==> config.mk <==
export PLATFORM = sky130hd
export DESIGN_NAME = memory_arbiter
export DESIGN_NICKNAME = d
export VERILOG_FILES = /design/src/rtl/cpu_types_pkg.sv /design/src/rtl/arb_watchdog.sv /design/src/rtl/memory_arbiter.sv
export SDC_FILE = /design/constraint.sdc
export NUM_CORES = 1
export LEC_CHECK = 0
export BUFFER_PORTS_ARGS = -buffer_cell sky130_fd_sc_hd__buf_2
export CORE_MARGIN = 10
export CORE_UTILIZATION = 25
export CTS_BUF_LIST = sky130_fd_sc_hd__clkbuf_4 sky130_fd_sc_hd__clkbuf_8 sky130_fd_sc_hd__clkbuf_16
export CTS_CLUSTER_DIAMETER = 100
export DETAILED_ROUTE_END_ITERATION = 8
export PLACE_DENSITY = 0.68
export SLEW_MARGIN = 40
export SYNTH_ARGS = -nofsm -noshare
export SYNTH_HDL_FRONTEND = slang
export SYNTH_SLANG_ARGS = --single-unit
==> constraint.sdc <==
create_clock -name CLK -period 1.87 [get_ports CLK]
set_input_delay 0.374 -clock CLK [delete_from_list [all_inputs] [get_ports CLK]]
set_output_delay 0.374 -clock CLK [all_outputs]
set_load 0.02 [all_outputs]
==> src/rtl/cpu_types_pkg.sv <==
// Shared CPU/memory types: RAM status, arbiter FSM states and the machine word.
package cpu_types_pkg;

  localparam int unsigned WORD_W = 32;

  typedef logic [WORD_W-1:0] word_t;

  typedef enum logic [1:0] {FREE, BUSY, ACCESS, ERROR} ramstate_t;

  typedef enum logic [1:0] {IDLE, DGNT, IGNT} arb_state_t;

endpackage

==> src/rtl/arb_watchdog.sv <==
// Grant watchdog: clear/increment/saturate counter that flags the cycle the
// count reaches TIMEOUT_CYCLES.
module arb_watchdog #(
  parameter int unsigned TIMEOUT_CYCLES = 64
) (
  input  logic clk_i,
  input  logic rst_i,
  input  logic clr_i,
  input  logic inc_i,
  output logic expired_c
);

  localparam int unsigned CNT_W = $clog2(TIMEOUT_CYCLES + 1);
  localparam logic [CNT_W-1:0] LIMIT = CNT_W'(TIMEOUT_CYCLES);

  logic [CNT_W-1:0] cnt_q;
  logic [CNT_W-1:0] cnt_d;

  always_comb begin
    cnt_d = cnt_q;
    if (clr_i) begin
      cnt_d = '0;
    end else if (inc_i && (cnt_q != LIMIT)) begin
      cnt_d = cnt_q + CNT_W'(1);
    end
  end

  // Fires on the waiting cycle whose increment brings the count to the limit.
  assign expired_c = inc_i && !clr_i && (cnt_q >= LIMIT - CNT_W'(1));

  always_ff @(posedge clk_i or posedge rst_i) begin
    if (rst_i) begin
      cnt_q <= '0;
    end else begin
      cnt_q <= cnt_d;
    end
  end

endmodule

==> src/rtl/memory_arbiter.sv <==
// Single-port RAM arbiter between instruction fetch and data access, with data
// priority, instruction-after-data fairness, sticky error and grant watchdog.
module memory_arbiter
  import cpu_types_pkg::*;
#(
  parameter int unsigned TIMEOUT_CYCLES = 64
) (
  input  logic      CLK,
  input  logic      RST,
  input  logic      iREN,
  input  word_t     iaddr,
  output word_t     iload,
  output logic      ihit,
  input  logic      dREN,
  input  logic      dWEN,
  input  word_t     daddr,
  input  word_t     dstore,
  output word_t     dload,
  output logic      dhit,
  output word_t     ramaddr,
  output word_t     ramstore,
  output logic      ramREN,
  output logic      ramWEN,
  input  word_t     ramload,
  input  ramstate_t ramstate,
  output logic      err
);

  arb_state_t state_q;
  arb_state_t state_d;
  logic       err_q;
  logic       err_d;
  logic       d_req;
  logic       wd_clr;
  logic       wd_inc;
  logic       wd_expired;

  assign d_req  = dREN | dWEN;
  assign wd_clr = (state_q == IDLE) || (ramstate == ACCESS);
  assign wd_inc = (state_q != IDLE) && (ramstate != ACCESS);
  assign err    = err_q;

  arb_watchdog #(
    .TIMEOUT_CYCLES (TIMEOUT_CYCLES)
  ) u_watchdog (
    .clk_i     (CLK),
    .rst_i     (RST),
    .clr_i     (wd_clr),
    .inc_i     (wd_inc),
    .expired_c (wd_expired)
  );

  // Next-state and RAM/hit muxing; outputs follow the registered state so
  // reset drops enables immediately.
  always_comb begin
    state_d  = state_q;
    err_d    = err_q;
    ihit     = 1'b0;
    dhit     = 1'b0;
    iload    = '0;
    dload    = '0;
    ramaddr  = '0;
    ramstore = '0;
    ramREN   = 1'b0;
    ramWEN   = 1'b0;
    unique case (state_q)
      IDLE: begin
        if (d_req) begin
          state_d = DGNT;
        end else if (iREN) begin
          state_d = IGNT;
        end
      end
      DGNT: begin
        ramaddr  = daddr;
        ramstore = dstore;
        ramWEN   = dWEN;
        ramREN   = dREN & ~dWEN;
        if (!d_req) begin
          state_d = IDLE;
        end else if (ramstate == ERROR) begin
          err_d   = 1'b1;
          state_d = IDLE;
        end else if (ramstate == ACCESS) begin
          dhit    = 1'b1;
          dload   = ramload;
          state_d = iREN ? IGNT : DGNT;
        end else if (wd_expired) begin
          err_d   = 1'b1;
          state_d = IDLE;
        end
      end
      IGNT: begin
        ramaddr = iaddr;
        ramREN  = iREN;
        if (!iREN) begin
          state_d = IDLE;
        end else if (ramstate == ERROR) begin
          err_d   = 1'b1;
          state_d = IDLE;
        end else if (ramstate == ACCESS) begin
          ihit    = 1'b1;
          iload   = ramload;
          state_d = d_req ? DGNT : IGNT;
        end else if (wd_expired) begin
          err_d   = 1'b1;
          state_d = IDLE;
        end
      end
      default: begin
        state_d = IDLE;
      end
    endcase
  end

  always_ff @(posedge CLK or posedge RST) begin
    if (RST) begin
      state_q <= IDLE;
      err_q   <= 1'b0;
    end else begin
      state_q <= state_d;
      err_q   <= err_d;
    end
  end

endmodule

==> metrics, run 1 <==
status=complete, but fails checks; failing checks=negative setup slack; critical path class=reg -> out; Placer Congestion=0.864; Mapped Avg Cell Area=7.08 um^2; commonest non-fill, non-tap cell in the layout=buf_2; Worst-path clk slew=0.05 ns; fillers=576; R2R cell count=7; most frequent cells in the layout=148 x buf_2, 93 x buf_6, 56 x and2_4, 41 x and2_1, 37 x buf_4; Via Count=3138; r2r startpoint=state_q[1]$_DFFE_PP0P_; Synth Warn #=0; hold slack=0.116 ns; CP endpoint kind=output pin; R2R setup slack=0.18 ns; Seq/Total Area, Yosys=13.1%; Adder-Cell Fraction of Synth Area=3.94%; Worst Hold Class=in -> async; DR pass1 iterations=4; metal3 WL=1410 um; die area=11500 um^2; Final ANT Viol Nets=0; final WL=13400 um; critical path fanouts, max=16; Die Y=107 um; Switch Pwr=2200 uW; overall routing resource usage=18.7%; IR drop worst, VDD=0.716 mV; vias in the first global route=3178; Final min period=1.99 ns; post-route clock period utilization=106%; Metal-1 WL=4710 um; Final setup violation count=97; core area=7330 um^2; prevailing post-synth register cell=dfrtp_1; TritonCTS clock tree=yes; Die Wd=107 um; max-slew violations=0; Finished Cell Area=4630 um^2; reg2reg end=state_q[0]$_DFFE_PP0P_; final hold violation count=0; Pleak=0.00235 uW; DRC viols=0; Met2 Wirelength=6950 um; Max Used Layer=met4; largest family of logic cells by synthesized area=simple AND/OR/NAND/NOR gates; Tightest Pin Transition=0.404 ns; # nets final=683; Via density=4.90; clock power share=4.7%; Comb power frac=88.6%; largest net degree at the start of global routing=34; DP Area=3410 um^2; #FFs+latches synth=10; XOR/XNOR Fraction of Synth Area=2.76%; Worst EP required=1.50 ns; Distinct cells, synth=40; Max-Cap Viols=0; fmax=0.503 GHz; mux cell area share after synthesis=1.05%; final worst setup slack=-0.119 ns; clock buffer depth=2; initial antenna violation count=2; clock latency on the worst-skew pair=0.23 ns; grt ovf=0; starting DRC count in detailed routing=131; first-pass GRT wire length=17400 um; Netlist Area Pre-Place=1900 um^2; Worst slew margin=73.0%; Sw Ratio=46.4%; Sink Count=10; kind of start point of the critical path=flip-flop; HPWL after detailed placement=9420 um; area fraction in compound gates after synthesis=19.2%; port bufs=267; Seq pwr share=6.7%; I/O pin cnt=268; Mapped Cells=269; critical path arrival=1.62 ns; TritonCTS Buffers=3; root buf cell=clkbuf_8; share of synthesized flip-flops with an asynchronous set or reset=100%; power per cell area=1020 nW/um^2; Area Growth Syn to Fin=143%; drt wl/cell=20.9 um; ratio of cells with drive above 1 in the final layout=76.1%; number of flops mapped to enable cells by yosys=0; clock skew=0.00369 ns; hold_buf cts=0; # H-tree levels=1; syn_nets=410; RSZ-0062 raised after global routing=true; post-synthesis simple-gate area fraction=51.8%; site row count=31; Initial Utilization=26.0%; internal power=2540 uW
-- worst max-delay path, stage by stage, from the launching register on --
cell and delay, ns:
dfrtp_2 0.41, buf_4 0.15, ha_4 0.17, and3_4 0.17, clkbuf_16 0.17, and2_1 0.18, buf_6 0.13
-- kinds of logic after synthesis --
| family | count (synthesis) |
|---|---|
| XOR/XNOR | 6 |
| AO/OA/AOI/OAI | 51 |
| adder cells (fa/ha/maj) | 6 |
| flip-flops | 10 |
| buffers and inverters | 32 |
| AND/OR/NAND/NOR | 162 |
| multiplexers | 2 |
-- synthesized netlist by cell type (2+ instances only) --
master | n | area (um^2)
and3_1 | 2 | 12.5
ha_1 | 6 | 75.1
buf_2 | 5 | 25.0
o21ai_0 | 4 | 20.0
clkbuf_2 | 4 | 20.0
mux2i_1 | 2 | 20.0
nand3b_1 | 2 | 15.0
xor2_1 | 4 | 35.0
and2_1 | 97 | 607
a22oi_1 | 32 | 240
a21oi_1 | 3 | 15.0
nor2_1 | 9 | 33.8
dfrtp_1 | 10 | 250
nor2b_1 | 34 | 213
buf_1 | 4 | 15.0
nand3_1 | 6 | 30.0
inv_1 | 7 | 26.3
a31oi_1 | 2 | 12.5
nand2b_1 | 2 | 12.5
nand2_1 | 4 | 15.0
buf_6 | 2 | 22.5
xnor2_1 | 2 | 17.5
buf_4 | 2 | 15.0
clkbuf_1 | 8 | 30.0
-- area by class of cell --
| cell class | count | area, um^2 | share of cell area (%) |
|---|---|---|---|
| antenna | 2 | 5.00 | 0.108 |
| clock buffer | 3 | 41.3 | 0.892 |
| inverter | 7 | 26.3 | 0.568 |
| multi-input combinational | 231 | 1880 | 40.7 |
| sequential | 10 | 253 | 5.46 |
| tap | 99 | 124 | 2.68 |
| timing repair buffer | 289 | 2300 | 49.6 |
-- timing repair --
| item | 4_1_cts | 5_1_grt |
|---|---|---|
| endpoints found under the hold margin | 0 | 0 |
| gates cloned | 5 | 5 |
| setup endpoints to repair | 132 | 132 |
| pin swaps | 14 | 8 |
| buffers inserted | 2 | 4 |
| gates resized for setup | 149 | 161 |
-- layer usage --
metal | GRT usage [%] | vias to the layer above
met1 | 19.0 | 1438
met2 | 33.8 | 219
met5 | 0 | -
met4 | 6.19 | 0
met3 | 7.60 | 30
li1 | - | 1451
-- flip-flops by register name, indices dropped and copies added (netlist names) --
name              count
u_watchdog.cnt_q      7
state_q               2
err                   1
-- power groups by stage --
stage | registers, uW | logic [uW] | clock network, uW
after floorplan | 302 | 1980 | 0
after global placement | 309 | 2900 | 0
final | 319 | 4200 | 223
after global routing | 327 | 4440 | 244
after detailed placement | 312 | 2940 | 0
after CTS | 320 | 3350 | 225
-- how the worst max path moves through the flow --
stage / cells after the start / endpoint / from / slack (ns)
after global routing: 6 / ramaddr[25] / state_q[0]$_DFFE_PP0P_ / -0.15
after floorplan: 6 / ramaddr[23] / state_q[0]$_DFFE_PP0P_ / 0.008
after global placement: 6 / ramaddr[17] / state_q[1]$_DFFE_PP0P_ / 0.06
final: 6 / iload[2] / state_q[1]$_DFFE_PP0P_ / -0.12
after detailed placement: 6 / ramaddr[25] / state_q[1]$_DFFE_PP0P_ / 0.03
after CTS: 5 / ramstore[2] / state_q[1]$_DFFE_PP0P_ / -0.07
-- metrics by stage --
| stage | cells | setup slack (ns) | util [%] | power [uW] | setup TNS, ns |
|---|---|---|---|---|---|
| final | 641 | -0.119 | 63.2 | 4740 | -6.72 |
| after CTS | 630 | -0.0737 | 54.5 | 3890 | -5.11 |
| after global placement | 620 | 0.0622 | 46.5 | 3210 | 0 |
| after global routing | 641 | -0.153 | 63.2 | 5010 | -11.75 |
| after floorplan | 269 | 0.00770 | - | 2290 | 0 |
| after detailed placement | 620 | 0.0337 | 46.5 | 3250 | 0 |
(Power assumes the default switching activity.)
==> run 2, diff against run 1 <==
Settings changed: CTS_BUF_LIST sky130_fd_sc_hd__clkbuf_4 sky130_fd_sc_hd__clkbuf_8 sky130_fd_sc_hd__clkbuf_16 to not set, SKIP_LAST_GASP set to 1.
==> run 2 against run 1 <==
The run still ends with negative setup slack left. Non-clock buffer count is 1 higher. Via count is 2.5% lower. Critical path depth stayed put. Sequential power hardly changed. Count of clock-buffer cells in the layout stayed put. Sequential cell count stayed put.
==> metrics, run 2 (synthesis gave the netlist of run 1 again) <==
status=complete, but fails checks; failing checks=negative setup slack; port bufs=267; CP startpoint=state_q[1]$_DFFE_PP0P_; Final ANT Viol Nets=0; Via Count=3058; max reg flops=7; CP endpoint kind=output pin; kind of start point of the critical path=flip-flop; Metal-1 WL=4530 um; TritonCTS Buffers=3; commonest non-fill, non-tap cell in the layout=buf_2; site row count=31; grt ovf=0; DRC viols=0; Worst EP required=1.50 ns; # nets final=684; TritonCTS clock tree=yes; r2r startpoint=state_q[1]$_DFFE_PP0P_; Max-Cap Viols=0; first-pass GRT wire length=17200 um; R2R setup slack=0.17 ns; root buf cell=clkbuf_8; starting DRC count in detailed routing=136; Die Wd=107 um; Worst slew margin=73.0%; Initial Utilization=26.0%; clock skew=0.00376 ns; critical path arrival=1.64 ns; ratio of cells with drive above 1 in the final layout=71.5%; drt wl/cell=20.1 um; Final setup violation count=98; final WL=12900 um; final worst setup slack=-0.149 ns; worst slack, placed=0.0337 ns; Sink Count=10; reg2reg end=state_q[0]$_DFFE_PP0P_; post-route clock period utilization=108%; Pleak=0.00227 uW; Final Total Pwr=4620 uW; Worst-path clk slew=0.05 ns; Max Used Layer=met4; clock latency on the worst-skew pair=0.23 ns; cell family with most CP delay=buffers and inverters; RSZ-0062 raised after global routing=true; largest net degree at the start of global routing=34; vias in the first global route=3156; core area=7330 um^2; DR pass1 iterations=4; worst stage delay on the critical path=0.42 ns; Worst Hold Class=in -> async; hold slack=0.117 ns; final hold violation count=0; R2R cell count=7; Die Y=107 um; CP Cell Sequence=buf_4, ha_4, and3_4, clkbuf_16, and2_1, buf_4; initial antenna violation count=2; most frequent CP cell=buf_4; critical path fanouts, max=16; IR drop worst, VDD=0.651 mV; overall routing resource usage=18.4%; Placer Congestion=0.864; Final min period=2.02 ns; Worst path depth=6; Critical path buffers and inverters=3; power per cell area=1060 nW/um^2; Via density=4.76; Tightest Pin Transition=0.404 ns; clock buffer depth=2; metal3 WL=1380 um; max-slew violations=0; HPWL after detailed placement=9420 um; I/O pin cnt=268; Slowest cell on crit path=dfrtp_2; Met2 Wirelength=6660 um; Area Growth Syn to Fin=128%; most frequent cells in the layout=158 x buf_2, 86 x buf_4, 68 x and2_1, 35 x buf_6, 30 x nor2b_2; # H-tree levels=1; fmax=0.495 GHz; die area=11500 um^2; critical path class=reg -> out; largest register by flop count=u_watchdog.cnt_q
==> run 2: layout make-up <==
type / count / area [um^2]
Multi-Input combinational cell: 231 / 1820
Fill cell: 625 / 2990
Inverter: 7 / 26.3
Timing Repair Buffer: 290 / 2070
Antenna cell: 2 / 5.00
Tap cell: 99 / 124
Clock buffer: 3 / 41.3
Sequential cell: 10 / 253
==> run 2: worst max path at each step <==
| stage | end | slack [ns] |
|---|---|---|
| after floorplan | ramaddr[23] | 0.008 |
| after global placement | ramaddr[17] | 0.06 |
| after detailed placement | ramaddr[25] | 0.03 |
| after CTS | iload[21] | -0.08 |
| after global routing | iload[4] | -0.21 |
| final | iload[4] | -0.15 |
==> run 2: power breakdown <==
| part | total, uW | internal, uW | switching (uW) | leakage, uW |
|---|---|---|---|---|
| Sequential | 318 | 259 | 59.1 | 0.000128 |
| Combinational | 4080 | 2050 | 2030 | 0.00213 |
| Clock | 222 | 141 | 81.2 | 0.0000216 |
==> run 2: worst register-to-register path, delay by kind of cell (launching register included) <==
family                   cells  cell delay [ns]
AND/OR/NAND/NOR              1             0.09
adder cells (fa/ha/maj)      1             0.17
flip-flops                   1             0.42
buffers and inverters        2             0.31
AO/OA/AOI/OAI                3             0.59
==> run 2: metal layers <==
layer,vias to the layer above,track usage (%)
met5,-,0
met4,0,5.80
met3,20,7.60
met2,190,33.7
met1,1393,18.3
li1,1455,-
==> run 2: through the flow <==
step	utilization (%)	TNS [ns]	std cells	cell area, um^2
2_1_floorplan	-	0	269	1980
3_3_place_gp	46.5	0	620	3410
3_5_place_dp	46.5	0	620	3410
4_1_cts	52.0	-5.34	630	3810
5_1_grt	59.2	-12.66	642	4340
6_report	59.2	-7.20	642	4340
==> run 2: repair_timing <==
item                                   CTS  global route
resized for setup                       97           119
setup buffers                            2             4
pin swaps                               12            10
setup endpoints to repair              132           132
cloned                                   5             6
endpoints found under the hold margin    0             0
hold buffers                             0             0
